### src/rtl/axi_sram_scheduler.sv
// Single-outstanding AXI master shared by the fetch and data requesters.
// Round-robin grant, single-beat 32-bit transfers, one-cycle done pulse per requester.
module axi_sram_scheduler #(
  parameter int         ADDR_W  = 32,
  parameter int         DATA_W  = 32,
  parameter logic [3:0] INST_ID = 4'd0,
  parameter logic [3:0] DATA_ID = 4'd1,
  localparam int        STRB_W  = DATA_W / 8
) (
  input  logic              clk_i,
  input  logic              rst_ni,
  input  logic              inst_req_i,
  input  logic [ADDR_W-1:0] inst_addr_i,
  output logic [DATA_W-1:0] inst_rdata_o,
  output logic              inst_done_o,
  input  logic              data_req_i,
  input  logic [STRB_W-1:0] data_we_i,
  input  logic [ADDR_W-1:0] data_addr_i,
  input  logic [DATA_W-1:0] data_wdata_i,
  output logic [DATA_W-1:0] data_rdata_o,
  output logic              data_done_o,
  output logic [3:0]        arid_o,
  output logic [ADDR_W-1:0] araddr_o,
  output logic              arvalid_o,
  input  logic              arready_i,
  output logic [3:0]        arlen_o,
  output logic [2:0]        arsize_o,
  output logic [1:0]        arburst_o,
  input  logic [DATA_W-1:0] rdata_i,
  input  logic              rlast_i,
  input  logic              rvalid_i,
  output logic              rready_o,
  output logic [3:0]        awid_o,
  output logic [ADDR_W-1:0] awaddr_o,
  output logic              awvalid_o,
  input  logic              awready_i,
  output logic [3:0]        awlen_o,
  output logic [2:0]        awsize_o,
  output logic [1:0]        awburst_o,
  output logic [DATA_W-1:0] wdata_o,
  output logic [STRB_W-1:0] wstrb_o,
  output logic              wlast_o,
  output logic              wvalid_o,
  input  logic              wready_i,
  input  logic              bvalid_i,
  output logic              bready_o
);

  typedef enum logic [2:0] {IDLE, RD_ADDR, RD_DATA, WR_REQ, WR_RESP, DONE} state_t;

  // Requester encoding for owner and last_grant: 0 = instruction, 1 = data.
  state_t            state_q, state_d;
  logic              last_grant_q, last_grant_d;
  logic              owner_q, owner_d;
  logic [ADDR_W-1:0] addr_q, addr_d;
  logic [STRB_W-1:0] we_q, we_d;
  logic [DATA_W-1:0] wdata_q, wdata_d;
  logic              aw_ok_q, aw_ok_d;
  logic              w_ok_q, w_ok_d;
  logic [DATA_W-1:0] inst_rdata_q, inst_rdata_d;
  logic [DATA_W-1:0] data_rdata_q, data_rdata_d;
  logic              grant_data;

  always_ff @(posedge clk_i or negedge rst_ni) begin
    if (!rst_ni) begin
      state_q      <= IDLE;
      last_grant_q <= 1'b0;
      owner_q      <= 1'b0;
      addr_q       <= '0;
      we_q         <= '0;
      wdata_q      <= '0;
      aw_ok_q      <= 1'b0;
      w_ok_q       <= 1'b0;
      inst_rdata_q <= '0;
      data_rdata_q <= '0;
    end else begin
      state_q      <= state_d;
      last_grant_q <= last_grant_d;
      owner_q      <= owner_d;
      addr_q       <= addr_d;
      we_q         <= we_d;
      wdata_q      <= wdata_d;
      aw_ok_q      <= aw_ok_d;
      w_ok_q       <= w_ok_d;
      inst_rdata_q <= inst_rdata_d;
      data_rdata_q <= data_rdata_d;
    end
  end

  always_comb begin
    state_d      = state_q;
    last_grant_d = last_grant_q;
    owner_d      = owner_q;
    addr_d       = addr_q;
    we_d         = we_q;
    wdata_d      = wdata_q;
    aw_ok_d      = aw_ok_q;
    w_ok_d       = w_ok_q;
    inst_rdata_d = inst_rdata_q;
    data_rdata_d = data_rdata_q;
    grant_data   = 1'b0;
    arvalid_o    = 1'b0;
    rready_o     = 1'b0;
    awvalid_o    = 1'b0;
    wvalid_o     = 1'b0;
    bready_o     = 1'b0;
    inst_done_o  = 1'b0;
    data_done_o  = 1'b0;
    case (state_q)
      IDLE: begin
        if (inst_req_i || data_req_i) begin
          // With both pending, data wins only if instruction had the previous grant.
          grant_data   = data_req_i && (!inst_req_i || !last_grant_q);
          owner_d      = grant_data;
          last_grant_d = grant_data;
          addr_d       = grant_data ? data_addr_i : inst_addr_i;
          we_d         = grant_data ? data_we_i : '0;
          wdata_d      = data_wdata_i;
          aw_ok_d      = 1'b0;
          w_ok_d       = 1'b0;
          state_d      = (grant_data && (data_we_i != '0)) ? WR_REQ : RD_ADDR;
        end
      end
      RD_ADDR: begin
        arvalid_o = 1'b1;
        if (arready_i) state_d = RD_DATA;
      end
      RD_DATA: begin
        rready_o = 1'b1;
        if (rvalid_i) begin
          if (owner_q) data_rdata_d = rdata_i;
          else         inst_rdata_d = rdata_i;
          state_d = DONE;
        end
      end
      WR_REQ: begin
        awvalid_o = !aw_ok_q;
        wvalid_o  = !w_ok_q;
        if (awvalid_o && awready_i) aw_ok_d = 1'b1;
        if (wvalid_o && wready_i)   w_ok_d  = 1'b1;
        if (aw_ok_d && w_ok_d) state_d = WR_RESP;
      end
      WR_RESP: begin
        bready_o = 1'b1;
        if (bvalid_i) state_d = DONE;
      end
      DONE: begin
        inst_done_o = !owner_q;
        data_done_o = owner_q;
        state_d     = IDLE;
      end
      default: state_d = IDLE;
    endcase
  end

  assign arid_o       = owner_q ? DATA_ID : INST_ID;
  assign awid_o       = owner_q ? DATA_ID : INST_ID;
  assign araddr_o     = addr_q;
  assign awaddr_o     = addr_q;
  assign arlen_o      = 4'd0;
  assign arsize_o     = 3'b010;
  assign arburst_o    = 2'b01;
  assign awlen_o      = 4'd0;
  assign awsize_o     = 3'b010;
  assign awburst_o    = 2'b01;
  assign wdata_o      = wdata_q;
  assign wstrb_o      = we_q;
  assign wlast_o      = 1'b1;
  assign inst_rdata_o = inst_rdata_q;
  assign data_rdata_o = data_rdata_q;

  // Every transfer is single-beat, so rlast carries no information.
  logic unused_rlast;
  assign unused_rlast = rlast_i;

endmodule

### config.mk
export PLATFORM = sky130hd
export DESIGN_NAME = axi_sram_scheduler
export DESIGN_NICKNAME = d
export VERILOG_FILES = /design/src/rtl/axi_sram_scheduler.sv
export SDC_FILE = /design/constraint.sdc
export NUM_CORES = 1
export LEC_CHECK = 0
export ABC_CLOCK_PERIOD_IN_PS = 1970
export BUFFER_PORTS_ARGS = -buffer_cell sky130_fd_sc_hd__clkbuf_2
export CORE_AREA = 2 2 134 136
export DETAILED_ROUTE_END_ITERATION = 10
export DIE_AREA = 0 0 136 138
export PLACE_DENSITY = 0.63
export SYNTH_ARGS = -nofsm -noshare
export SYNTH_HDL_FRONTEND = slang
export SYNTH_SLANG_ARGS = --single-unit
export TNS_END_PERCENT = 1
### constraint.sdc
create_clock -name clk_i -period 1.97 [get_ports clk_i]
set_clock_uncertainty 0.05 [all_clocks]
set_input_delay 0.197 -clock clk_i [delete_from_list [all_inputs] [get_ports clk_i]]
set_output_delay 0.197 -clock clk_i [all_outputs]
set_load 0.005 [all_outputs]
==> results.yml <==
logic_synthesis:
  ys_types: 34
  synth_seq_cells: 138
  synth_edf_count: 0
  synth_top_area_share_pct: 57.3
  yosysMostFrequentCell: "dfrtp_1"
  synth_top_area_cell: "dfrtp_1"
  syn_inst: 430
  avgSynthCellArea_um2: 14.0
  synthTopCellsByCount: "dfrtp_1 (138), mux2_2 (96), buf_4 (64), nand3b_1 (32), o221a_2 (32)"
  synthesis.area_um2: 6020
  synth_seq_area_share_pct: 57.3
  yosysWarnings: 0
  synth_ff_type: "dfrtp_1"
  async_flop_share_pct: 100
  yosys-top-cells-area: "dfrtp_1 (57%), mux2_2 (18%), buf_4 (8.0%)"
placed_design:
  place_area_um2: 7610
  post-place-cells: 925
  gp_congestion: 0.751
  portBuffers: 313
  dp.final_hpwl_um: 11200
  place_ws_ns: 0.211
layout:
  fillers: 1575
  ff_latch_area_um2: 3450
  multi_input_area_um2: 2100
  final_cells: 1051
  area_delta_synth_final_pct: 51.8
  final_util_pct: 52.1
  layout-drive-gt1-share_pct: 60.1
  fin_area_um2: 9140
  nets: 951
  diodes: 0
critical_path:
  rrSetupSlack_ns: 0.18
  path_max_fanout: 8
  r2r_end: "wdata_o[27]"
  required_ns: 1.72
  cp.arrival_ns: 1.56
  path_class: "flop to output pin"
  r2r_cells: 4
  r2r_start: "state_q[0]"
  cp-start-kind: "flop"
  cp-end-kind: "output pin"
grt:
  grt_use_total_pct: 17.6
  grt_start_max_net_pins: 50
  grt_overflow: 0
  antenna_found_initial: 0
  grt_pass1_wl_um: 26100
  grt_pass1_vias: 4974
power:
  pwr-share-seq_pct: 37.8
  pwr-share-clk_pct: 23.1
  total_power_mw: 13.6
  irDropWorstVdd_uv: 895
  power.switching_mw: 4.36
  internal_power_mw: 9.29
  p_per_area_nw_per_um2: 1490
  p_leak_nw: 4.48
  combPwrFrac_pct: 39.0
  switching_share_pct: 31.9
cts:
  cts_tree: "yes"
  cts_buffer_depth: 2
  postCtsSetupBuffers: 0
  cts-root-buf: "clkbuf_16"
  htreeDepth: 4
  cts_buffers: 17
  clock_sinks: 138
  clk_pin_slew_ns: 0.06
  clkLatencyLatePin_ns: 0.41
routing:
  routed_wl_um: 16400
  drtPass1Iterations: 7
  vias: 4814
  vias_per_cell: 4.58
  ant_nets: 0
  drc: 0
  wire_per_inst_um: 15.6
  drtIter0Drc: 163
die:
  dieHeight_um: 138
  dieArea_um2: 18800
  initial_core_util_pct: 34.4
  core-area_um2: 17500
  io-pin-count: 340
  die_w_um: 136
  num_rows: 49
flow_run:
  drv_cap: 0
sta:
  final-hold-violation-count: 0
  slew_viol_final: 0
  finalSetupViolCount: 0
  fmax_mhz: 552
  slew-limit-headroom_pct: 61.7
  period_minus_slack_ns: 1.81
  finalCritPeriodShare_pct: 91.9
  holdWs_ns: 0.0188
  setup_ws_ns: 0.159
  worst_pin_slew_ns: 0.569
  final.setup.tns_ns: 0
  rsz0062_at_grt: "no"
worst_hold_path:
  hold_path.class: "input pin to flop"
  min_to: "araddr_o[14]"
  worst_hold_startpoint: "inst_addr_i[14]"
  whs_path_depth: 2
status:
  status: "complete, no violations"
critical path, cell delays in order, from the launching register on:
cell and delay [ns]:
dfrtp_1 0.46, buf_4 0.20, nor2b_1 0.17, nand2_1 0.10
nor2_1 0.10, clkbuf_2 0.12
area by class of cell:
cell class | count | area share (%)
sequential | 138 | 37.8
inverter | 1 | 0.0411
multi-input combinational | 230 | 22.9
clock buffer | 18 | 4.80
timing repair buffer | 421 | 29.7
tap | 229 | 3.13
clock inverter | 14 | 1.59
metal layers:
| metal | GRT usage [%] | part of all wire, % | wire [um] | vias up |
|---|---|---|---|---|
| li1 | - | - | - | 2237 |
| met1 | 21.7 | 41 | 6670 | 2366 |
| met2 | 29.6 | 51 | 8410 | 193 |
| met3 | 4.44 | 6.4 | 1050 | 18 |
| met4 | 6.14 | 1.6 | 257 | 0 |
| met5 | 0 | 0 | 0 | - |
kinds of logic after synthesis:
family                 count (synthesis)  synth area share [%]
buffers and inverters                 85                  9.60
flip-flops                           138                  57.3
AO/OA/AOI/OAI                         47                  7.75
multiplexers                          96                  17.9
other                                  2                 0.125
AND/OR/NAND/NOR                       62                  7.25
worst max path at each step:
stage	endpoint	start	slack, ns
floorplan	wdata_o[17]	state_q[0]	0.18
global placement	wdata_o[27]	state_q[0]	0.23
detailed placement	wdata_o[25]	state_q[0]	0.21
CTS	bready_o	state_q[2]	0.10
global route	awvalid_o	state_q[2]	0.04
finish	awvalid_o	state_q[2]	0.16
placed cells by master, fill, tap and decap left out, drive strengths merged:
master         n
a21boi         1
a21o           2
a21oi          3
a22o           4
a22oi          1
and2           1
and3           1
and3b          1
buf           15
bufinv         2
clkbuf       330
clkinv         8
clkinvlp       1
conb          25
dfrtp        138
dlygate4sd3   94
inv            4
mux2          96
nand2          3
nand2b         2
nand3          4
nand3b        32
nand4bb        1
nor2           7
nor2b          3
nor3           2
nor3b          3
o211ai         1
o21a           1
o21ai          1
o221a         32
o22ai          1
or4            2
power groups by stage:
stage	Clock (mW)	Combinational (mW)	Sequential (mW)
2_1_floorplan	0	3.06	5.16
3_5_place_dp	0	5.22	5.20
6_report	3.16	5.33	5.16
5_1_grt	3.35	5.81	5.35
3_3_place_gp	0	5.14	5.17
4_1_cts	3.26	5.39	5.16
flip-flops by register name, summed over array words and instances (netlist names):
name	flops
aw_ok_q	1
data_rdata_o	32
wdata_o	32
state_q	3
wstrb_o	4
w_ok_q	1
araddr_o	32
owner_q	1
inst_rdata_o	32
repair_timing:
item / 4_1_cts / 5_1_grt
endpoints found under the setup margin: 0 / 1
gates resized for setup: 0 / 1
hold buffers: 94 / 0
hold endpoints to repair: 170 / 0
No activity file was read; power rests on OpenSTA's default activity.
